`src/rtl/lc3_execute.sv`:
```
// LC-3 execute stage: ALU (ADD/AND/NOT) and PC-relative address generation with
// operand forwarding from the execute and memory stages; all results registered.
module lc3_execute (
   input  logic        clk,
   input  logic        rst,
   input  logic        enable_execute,
   input  logic [15:0] IR,
   input  logic [15:0] npc_in,
   input  logic [5:0]  E_Control,
   input  logic [1:0]  W_Control_in,
   input  logic [15:0] VSR1,
   input  logic [15:0] VSR2,
   input  logic        bypass_alu_1,
   input  logic        bypass_alu_2,
   input  logic        bypass_mem_1,
   input  logic        bypass_mem_2,
   input  logic [15:0] Mem_Bypass_Val,
   output logic [15:0] aluout,
   output logic [15:0] pcout,
   output logic [1:0]  W_Control_out,
   output logic [2:0]  dr,
   output logic [15:0] M_Data,
   output logic [15:0] IR_Exec,
   output logic [2:0]  sr1,
   output logic [2:0]  sr2
);

   logic [15:0] aluout_q, aluout_d;
   logic [15:0] pcout_q, pcout_d;
   logic [1:0]  wctl_q;
   logic [2:0]  dr_q;
   logic [15:0] mdata_q;
   logic [15:0] ir_q;

   logic [1:0]  alu_control;
   logic [1:0]  pcselect1;
   logic        pcselect2;
   logic        op2select;

   logic [15:0] op1;
   logic [15:0] r2;
   logic [15:0] op2;
   logic [15:0] imm5;
   logic [15:0] offset;
   logic [15:0] base;

   assign alu_control = E_Control[5:4];
   assign pcselect1   = E_Control[3:2];
   assign pcselect2   = E_Control[1];
   assign op2select   = E_Control[0];

   assign sr1 = IR[8:6];
   assign sr2 = IR[2:0];

   assign imm5 = {{11{IR[4]}}, IR[4:0]};

   // ALU forwarding takes priority: it carries the newer result.
   always_comb begin
      op1 = VSR1;
      if (bypass_alu_1)
         op1 = aluout_q;
      else if (bypass_mem_1)
         op1 = Mem_Bypass_Val;

      r2 = VSR2;
      if (bypass_alu_2)
         r2 = aluout_q;
      else if (bypass_mem_2)
         r2 = Mem_Bypass_Val;

      op2 = op2select ? r2 : imm5;
   end

   always_comb begin
      aluout_d = '0;
      case (alu_control)
         2'b00:   aluout_d = op1 + op2;
         2'b01:   aluout_d = op1 & op2;
         2'b10:   aluout_d = ~op1;
         default: aluout_d = '0;
      endcase
   end

   always_comb begin
      offset = '0;
      case (pcselect1)
         2'b00:   offset = {{5{IR[10]}}, IR[10:0]};
         2'b01:   offset = {{7{IR[8]}}, IR[8:0]};
         2'b10:   offset = {{10{IR[5]}}, IR[5:0]};
         default: offset = '0;
      endcase
      base    = pcselect2 ? npc_in : op1;
      pcout_d = base + offset;
   end

   always_ff @(posedge clk) begin
      if (rst) begin
         aluout_q <= '0;
         pcout_q  <= '0;
         wctl_q   <= '0;
         dr_q     <= '0;
         mdata_q  <= '0;
         ir_q     <= '0;
      end else if (enable_execute) begin
         aluout_q <= aluout_d;
         pcout_q  <= pcout_d;
         wctl_q   <= W_Control_in;
         dr_q     <= IR[11:9];
         mdata_q  <= r2;
         ir_q     <= IR;
      end
   end

   assign aluout        = aluout_q;
   assign pcout         = pcout_q;
   assign W_Control_out = wctl_q;
   assign dr            = dr_q;
   assign M_Data        = mdata_q;
   assign IR_Exec       = ir_q;

endmodule

```
`config.mk`:
```
export PLATFORM = sky130hd
export DESIGN_NAME = lc3_execute
export DESIGN_NICKNAME = d
export VERILOG_FILES = /design/src/rtl/lc3_execute.sv
export SDC_FILE = /design/constraint.sdc
export NUM_CORES = 1
export LEC_CHECK = 0
export ABC_AREA = 1
export BUFFER_PORTS_ARGS = -buffer_cell sky130_fd_sc_hd__buf_2
export CORE_MARGIN = 5
export CORE_UTILIZATION = 56
export DETAILED_ROUTE_END_ITERATION = 6
export PLACE_DENSITY_LB_ADDON = 0.12
export SYNTH_ARGS = -nofsm -noshare
export SYNTH_HDL_FRONTEND = slang
export SYNTH_SLANG_ARGS = --single-unit
```
`constraint.sdc`:
```
create_clock -name clk -period 6.5 [get_ports clk]
set_input_delay 1.3 -clock clk [delete_from_list [all_inputs] [get_ports clk]]
set_output_delay 1.3 -clock clk [all_outputs]
set_load 0.02 [all_outputs]
```
[Word-level counts from Yosys, hierarchy flattened]
Index checks and enable logic that the tools add are counted.
Cells by class
  $add $sub $neg: 2
  equality and inequality tests: 4
  multiplexer cells: 8
  bitwise logic cells: 2
  reductions and logical operators: 2
Operators with widths (count)
  $mux 16: 6
  $pmux 16 s3: 2
  $add 16x16->16: 2
  $and 16x16->16: 1
  $not 16->16: 1
  $eq 2x1->1 const B: 2
  $eq 2x2->1 const B: 2
  $logic_not 2->1: 2
Storage, ports and cells
  register bits: 69
  bits of input ports: 95

[Depth between registers and ports, before layout]
Gate-level depths: netlist of the first run.
  depth in word-level cells: 5
  mapped depth: 21

[Worst setup path after synthesis of the first run]
Ideal clock, no wire load.
  path kind: in2reg
  from: input port bypass_alu_2
  to: register aluout_q[15] (netlist: aluout[15])
  library setup time: 0.131 ns
  arrival time: 3.688 ns
  required time: 6.369 ns
  path slack: 2.681 ns
  cell stages on the path: 16
  path buffers: 2
  cell sequence: inv_2 -> clkbuf_1 -> clkbuf_1 -> nand3_1 -> o21ai_0 -> o21ai_0 -> ha_1 -> a21oi_1 -> a21boi_1 -> nor2_1 -> a2111oi_0 -> nand3_1 -> nand3_1 -> nand2_1 -> nand2_1 -> a21oi_2
Between the ends
  cells in the longest elaborated chain, start to end: 4
  elaborated cells on any way between the ends: 5
RTL lines
  start, declared: RTL line 14  | input logic bypass_alu_2,
  $mux 16 *: RTL line 66  | if (bypass_alu_2)
  $mux 16 *: RTL line 71  | op2 = op2select ? r2 : imm5;
  $add 16x16->16 / $and 16x16->16 (equally long branches): RTL line 77, 78
  $pmux 16 s3 *: RTL line 76  | case (alu_control)
  end signal, assigned: RTL line 105  | aluout_q <= aluout_d;
  end, declared: RTL line 28  | logic [15:0] aluout_q, aluout_d;
Every way passes the cells marked *; elsewhere a longest branch is shown, timed or not.
A chain may end at the register's enable or synchronous reset.

[Worst setup path after layout of the first run]
  from: input port E_Control[0]
  to: register aluout_q[15] (netlist: aluout[15])
Between the ends
  cells in the longest elaborated chain, start to end: 3
  elaborated cells on any way between the ends: 4
RTL lines
  start, declared: RTL line 9  | input logic [5:0] E_Control,
  $mux 16 *: RTL line 71
  $add 16x16->16 / $and 16x16->16 (equally long branches): RTL line 77, 78
  $pmux 16 s3 *: RTL line 76
Marked as above.

==> flow_metrics.env, run 1 <==
export IMPL_grt_max_degree=94
export IMPL_met3_usage_pct=4.64
export IMPL_synth_seq_cells=66
export IMPL_worstReg2RegEnd="pcout[12]"
export IMPL_final_common_cell="nand2_1"
export IMPL_p_clk_share_pct=27.4
export IMPL_ctsResizeCount=0
export IMPL_vias_per_cell=5.51
export IMPL_drive_gt1_share_pct=22.7
export IMPL_antenna_found_initial=0
export IMPL_area_delta_synth_final_pct=18.5
export IMPL_r2r_start="aluout[0]"
export IMPL_setup_tns_ps=0
export IMPL_max_cap_viol_count=0
export IMPL_synthDominantCellAreaShare_pct=25.0
export IMPL_layout_common_cells="nand2_1, buf_2, o21ai_0"
export IMPL_place_area_sq_um=6060
export IMPL_r2r_cells=16
export IMPL_required_ps=6790
export IMPL_syn_nets=975
export IMPL_grt_pass1_wl_mm=26.9
export IMPL_max_freq_mhz=244
export IMPL_use_met1_pct=38.7
export IMPL_core_area_sq_um=9240
export IMPL_hold_violations=0
export IMPL_yosysWarnings=0
export IMPL_rsz0062_at_grt="false"
export IMPL_async_flop_share_pct=0
export IMPL_p_comb_share_pct=38.2
export IMPL_status="completed"
export IMPL_internal_power_uw=796
export IMPL_cts_buffers=9
export IMPL_synth_edf_count=0
export IMPL_cts_buffer_depth=2
export IMPL_power_leakage_nw=3.36
export IMPL_netlist_area_sq_um=5280
export IMPL_avgSynthCellArea_sq_um=6.23
export IMPL_end_kind="flip-flop"
export IMPL_synth_area_leaders="dfxtp_1, nand2_1, o21ai_0"
export IMPL_holdBufCountCts=0
export IMPL_vias=6140
export IMPL_final_setup_viol_count=0
export IMPL_wl_per_cell_um=15.1
export IMPL_min_period_ps=4090
export IMPL_totalPowerFinal_mw=1.33
export IMPL_timing_final_crit_share_pct=63.0
export IMPL_fin_skew_ps=11.8
export IMPL_synth_ff_type="dfxtp_1"
export IMPL_fin_nets=1107
export IMPL_syn_inst=848
export IMPL_die_area_sq_um=11500
export IMPL_slew_limit_headroom_pct=26.8
export IMPL_critPathArrivalTime_ps=4380
export IMPL_overflow=0
export IMPL_synth_cell_types=46
export IMPL_drc=0
export IMPL_grt_pass1_vias=5556
export IMPL_gp_congestion=0.950
export IMPL_drtIter0Drc=356
export IMPL_ys_seq_area_share_pct=25.0
export IMPL_hold_path_endpoint="pcout[13]"
export IMPL_power_density_nw_per_um2=212
export IMPL_drv_slew=0
export IMPL_chipWidth_um=107
export IMPL_busiest_layer="met2"
export IMPL_dr_pass1_iters=5
export IMPL_hold_depth=2
export IMPL_cts_tree="done"
export IMPL_root_buffer="clkbuf_8"
export IMPL_synth_top_area_cell="dfxtp_1"
export IMPL_p_sw_uw=532
export IMPL_worst_pin_slew_ps=1090
export IMPL_ff2ff_setup_slack_ps=3620
export IMPL_postCtsSetupBuffers=0
export IMPL_hold_path_class="reg -> reg"
export IMPL_hp_start="pcout[13]"
export IMPL_routed_wirelength_mm=16.8
export IMPL_ant_nets=0
export IMPL_cp_start_kind="input pin"
export IMPL_crit_type="in -> reg"
export IMPL_n_antenna_cell=0
export IMPL_grt_usage_pct=28.8
export IMPL_cp_max_fo=20
export IMPL_stdcell_area_sq_um=6260
export IMPL_hpwl_mm=12.6
export IMPL_cts_htree_levels=3
export IMPL_rows=35
export IMPL_use_met2_pct=45.8
export IMPL_clock_sinks=66
export IMPL_p_sw_share_pct=40.1
export IMPL_die_h_um=107
export IMPL_ir_worst_vdd_v=0.000158
export IMPL_clk_latency_ps=350
export IMPL_io_pins=170
export IMPL_clkSlewWorstSetupHoldPaths_ps=90
export IMPL_power_frac_seq_pct=34.4
export IMPL_io_buffers=169
export IMPL_start_util_pct=57.2
metal layers:
layer	routed length (um)	part of all wire (%)
met2	7510	45
met5	0	0
met1	7310	43
met4	503	3.0
met3	1490	8.9
power groups by stage:
stage	Combinational (mW)	Clock, mW	Sequential, mW
floorplan	0.317	0	0.506
detailed placement	0.499	0	0.466
finish	0.507	0.364	0.457
global route	0.566	0.385	0.461
CTS	0.503	0.368	0.457
global placement	0.497	0	0.466
worst max-delay path: stages:
cell and delay [ps]:
buf_2 130, inv_1 440, nand2_1 420, o21ai_0 190, ha_1 310, nand2_1 180, inv_1 50, a21boi_1 260
nor2_1 70, a2111oi_0 450, nand2_1 110, nand2_1 80, nand3_1 70, nand2_1 110, nand2_1 70, a21oi_2 140
cell usage after synthesis (4+ instances only):
| cell type | number |
|---|---|
| nand2_1 | 204 |
| o21ai_0 | 113 |
| inv_1 | 78 |
| nor2_1 | 74 |
| dfxtp_1 | 66 |
| a21oi_1 | 65 |
| nand3_1 | 59 |
| clkbuf_1 | 35 |
| ha_1 | 31 |
| a22oi_1 | 14 |
| nand2_2 | 12 |
| buf_4 | 10 |
| xor2_1 | 9 |
| o21ai_1 | 8 |
| a21oi_2 | 4 |
| nand3_2 | 4 |
| nor3_1 | 4 |
| or2_2 | 4 |
flip-flops by register name, indices dropped and copies added, names as in the netlist:
register,flops
dr,2
W_Control_out,2
M_Data,16
pcout,16
aluout,16
IR_Exec,14
worst max-delay path by stage:
stage / startpoint / to / slack, ps / cells after the start
after global routing: E_Control[0] / aluout[15] / 2050 / 16
after global placement: bypass_alu_1 / pcout[12] / 2260 / 18
after detailed placement: E_Control[0] / aluout[15] / 2110 / 16
after CTS: E_Control[0] / aluout[15] / 2480 / 16
after floorplan: bypass_alu_2 / aluout[15] / 2680 / 16
final: E_Control[0] / aluout[15] / 2410 / 16
per-stage QoR:
stage	worst slack, ps	std cells	hold WS (ps)	util (%)
after floorplan	2680	848	563	-
final	2410	1114	486	67.8
after global routing	2050	1114	519	67.8
after global placement	2260	1098	461	65.6
after detailed placement	2110	1098	463	65.6
after CTS	2480	1114	487	67.8
logic make-up after synthesis:
group | count (synthesis) | synth area share (%)
and+or+nand+nor | 373 | 30.1
adders and majority gates | 32 | 7.72
buffers and inverters | 134 | 10.8
AOI/OAI and AO/OA | 231 | 24.4
xor gates and xnor gates | 12 | 1.99
DFF | 66 | 25.0
cell type report:
class / instances / area (sq um)
inverter: 83 / 317
clock buffer: 9 / 124
fill: 909 / 2980
tap: 129 / 161
multi-input combinational: 648 / 3390
timing repair buffer: 172 / 868
clock inverter: 7 / 77.6
sequential: 66 / 1320
Note: power is estimated with default switching activity, not from simulation.
==> inputs of run 2 (changes only) <==
Settings changed: CORE_UTILIZATION 56 to 52.
Clock period 6.5 ns to 4.1 ns, I/O delays scaled along.
==> run 2 against run 1 <==
- utilization decreased by 3.5 points
- worst setup slack lost 1700 ps
- largest power group unchanged
- total power increased by 60%
- wire length increased by 5.2%
- largest cell class unchanged
- highest routed layer unchanged
- final area up 1.3%
- via count shrank 0.39%
- register-to-register slack worse by 2400 ps
- sequential power increased by 59%
- critical path depth grew 2
==> flow_metrics.env, run 2 (same netlist as run 1, synthesis figures left out) <==
export IMPL_status="completed"
export IMPL_setup_worst_path_start="bypass_mem_1"
export IMPL_overflow=0
export IMPL_r2r_cells=16
export IMPL_start_util_pct=53.6
export IMPL_clk_latency_ps=350
export IMPL_cts_htree_levels=3
export IMPL_cts_tree="done"
export IMPL_critPathArrivalTime_ps=3730
export IMPL_slowest_stage="fa_1"
export IMPL_required_ps=4400
export IMPL_power_density_nw_per_um2=335
export IMPL_power_leakage_nw=3.41
export IMPL_gp_congestion=0.907
export IMPL_drive_gt1_share_pct=23.5
export IMPL_final_setup_viol_count=0
export IMPL_timing_critical_path_to="pcout[12]"
export IMPL_hold_violations=0
export IMPL_ant_nets=0
export IMPL_placed_cells=1112
export IMPL_totalPowerFinal_mw=2.13
export IMPL_grt_max_degree=93
export IMPL_chipWidth_um=111
export IMPL_fin_skew_ps=5.67
export IMPL_fin_cells=1128
export IMPL_layout_common_cells="nand2_1, buf_2, o21ai_0"
export IMPL_timing_final_crit_share_pct=83.7
export IMPL_worst_pin_slew_ps=1100
export IMPL_cp_max_fo=17
export IMPL_cts_buffer_depth=2
export IMPL_end_kind="flip-flop"
export IMPL_grt_pass1_wl_mm=28.6
export IMPL_vias_per_cell=5.42
export IMPL_vias=6116
export IMPL_slowest_delay_ps=390
export IMPL_hold_path_class="reg -> reg"
export IMPL_worstReg2RegEnd="pcout[12]"
export IMPL_worst_path_buf_inv=4
export IMPL_drtIter0Drc=513
export IMPL_final_common_cell="nand2_1"
export IMPL_holdBufCountCts=0
export IMPL_rsz0062_at_grt="false"
export IMPL_hpwl_mm=13.3
export IMPL_fin_util_pct=64.3
export IMPL_routed_wirelength_mm=17.7
export IMPL_crit_cells=18
export IMPL_wl_per_cell_um=15.7
export IMPL_fill_cells=1002
export IMPL_rows=36
export IMPL_n_antenna_cell=0
export IMPL_grt_pass1_vias=5725
export IMPL_fin_nets=1117
export IMPL_crit_type="in -> reg"
export IMPL_r2r_start="aluout[0]"
export IMPL_root_buffer="clkbuf_8"
export IMPL_cp_common_cell="o21ai_1"
export IMPL_grt_usage_pct=28.2
export IMPL_max_freq_mhz=291
export IMPL_die_h_um=111
export IMPL_drv_slew=0
export IMPL_io_buffers=169
export IMPL_ir_worst_vdd_v=0.000193
export IMPL_regArea_sq_um=1320
export IMPL_multiInputGateArea_sq_um=3390
export IMPL_max_cap_viol_count=0
export IMPL_antenna_found_initial=0
export IMPL_clkSlewWorstSetupHoldPaths_ps=80
export IMPL_cts_buffers=9
export IMPL_postCtsSetupBuffers=0
export IMPL_io_pins=170
export IMPL_clock_sinks=66
export IMPL_critPathTopFamily="compound AO/OA/AOI/OAI gates"
export IMPL_die_area_sq_um=12300
export IMPL_min_period_ps=3430
export IMPL_area_delta_synth_final_pct=20.1
export IMPL_core_area_sq_um=9860
export IMPL_holdWs_ps=496
export IMPL_ff2ff_setup_slack_ps=1210
export IMPL_ctsResizeCount=0
export IMPL_slew_limit_headroom_pct=26.7
export IMPL_setup_tns_ps=0
export IMPL_cp_start_kind="input pin"
export IMPL_path_cells="buf_2 > or2_2 > o211ai_1 > and2_1 > o21ai_0 > ha_1 > inv_1 > fa_1 > o21ai_1 > nand2_1 > nand2_1 > inv_1 > o21ai_1 > a31oi_1 > o21ai_1 > xor2_1 > o21ai_1 > inv_1"
export IMPL_dr_pass1_iters=7
export IMPL_drc=0
## run 2: cell types whose count changed in the layout (fill, tap and decap cells not counted)
cell and change:
clkinv_4 -1, clkinv_2 +1, inv_6 -1, buf_4 +10, clkbuf_8 +1
## run 2: worst min-delay path by stage
stage | start | end | slack [ps] | depth (start not counted)
3_3_place_gp | pcout[13] | pcout[13] | 460 | 2
6_report | aluout[7] | aluout[7] | 500 | 2
2_1_floorplan | aluout[10] | aluout[10] | 560 | 2
4_1_cts | aluout[7] | aluout[7] | 500 | 2
5_1_grt | aluout[7] | aluout[7] | 520 | 2
3_5_place_dp | pcout[0] | pcout[0] | 480 | 2
## run 2: cell type report
class                           count  share of cell area (%)
Inverter                           83                    4.99
Sequential cell                    66                    20.8
Clock buffer                       10                    2.17
Timing Repair Buffer              182                    14.9
Tap cell                          133                    2.62
Multi-Input combinational cell    648                    53.5
Clock inverter                      6                    1.03
## run 2: power breakdown
| group | leakage (nW) | internal (mW) | switching [mW] |
|---|---|---|---|
| Combinational | 2.76 | 0.291 | 0.523 |
| Sequential | 0.546 | 0.694 | 0.0322 |
| Clock | 0.103 | 0.299 | 0.289 |
## run 2: worst min-delay path, cell delays in order, from the launching register on
cell and delay, ps:
dfxtp_1 330, nand2_1 70, a21oi_1 50
## run 2: stage by stage
step | setup WS, ps | area [sq um]
6_report | 666 | 6340
5_1_grt | 392 | 6340
4_1_cts | 693 | 6340
3_5_place_dp | 322 | 6140
3_3_place_gp | 450 | 6140
2_1_floorplan | 761 | 5280
## run 2: routing by layer
| metal | share of wire (%) | GRT usage (%) |
|---|---|---|
| met5 | 0 | 0 |
| met4 | 1.8 | 7.55 |
| met3 | 8.8 | 5.90 |
| met2 | 44 | 46.0 |
| met1 | 45 | 37.7 |
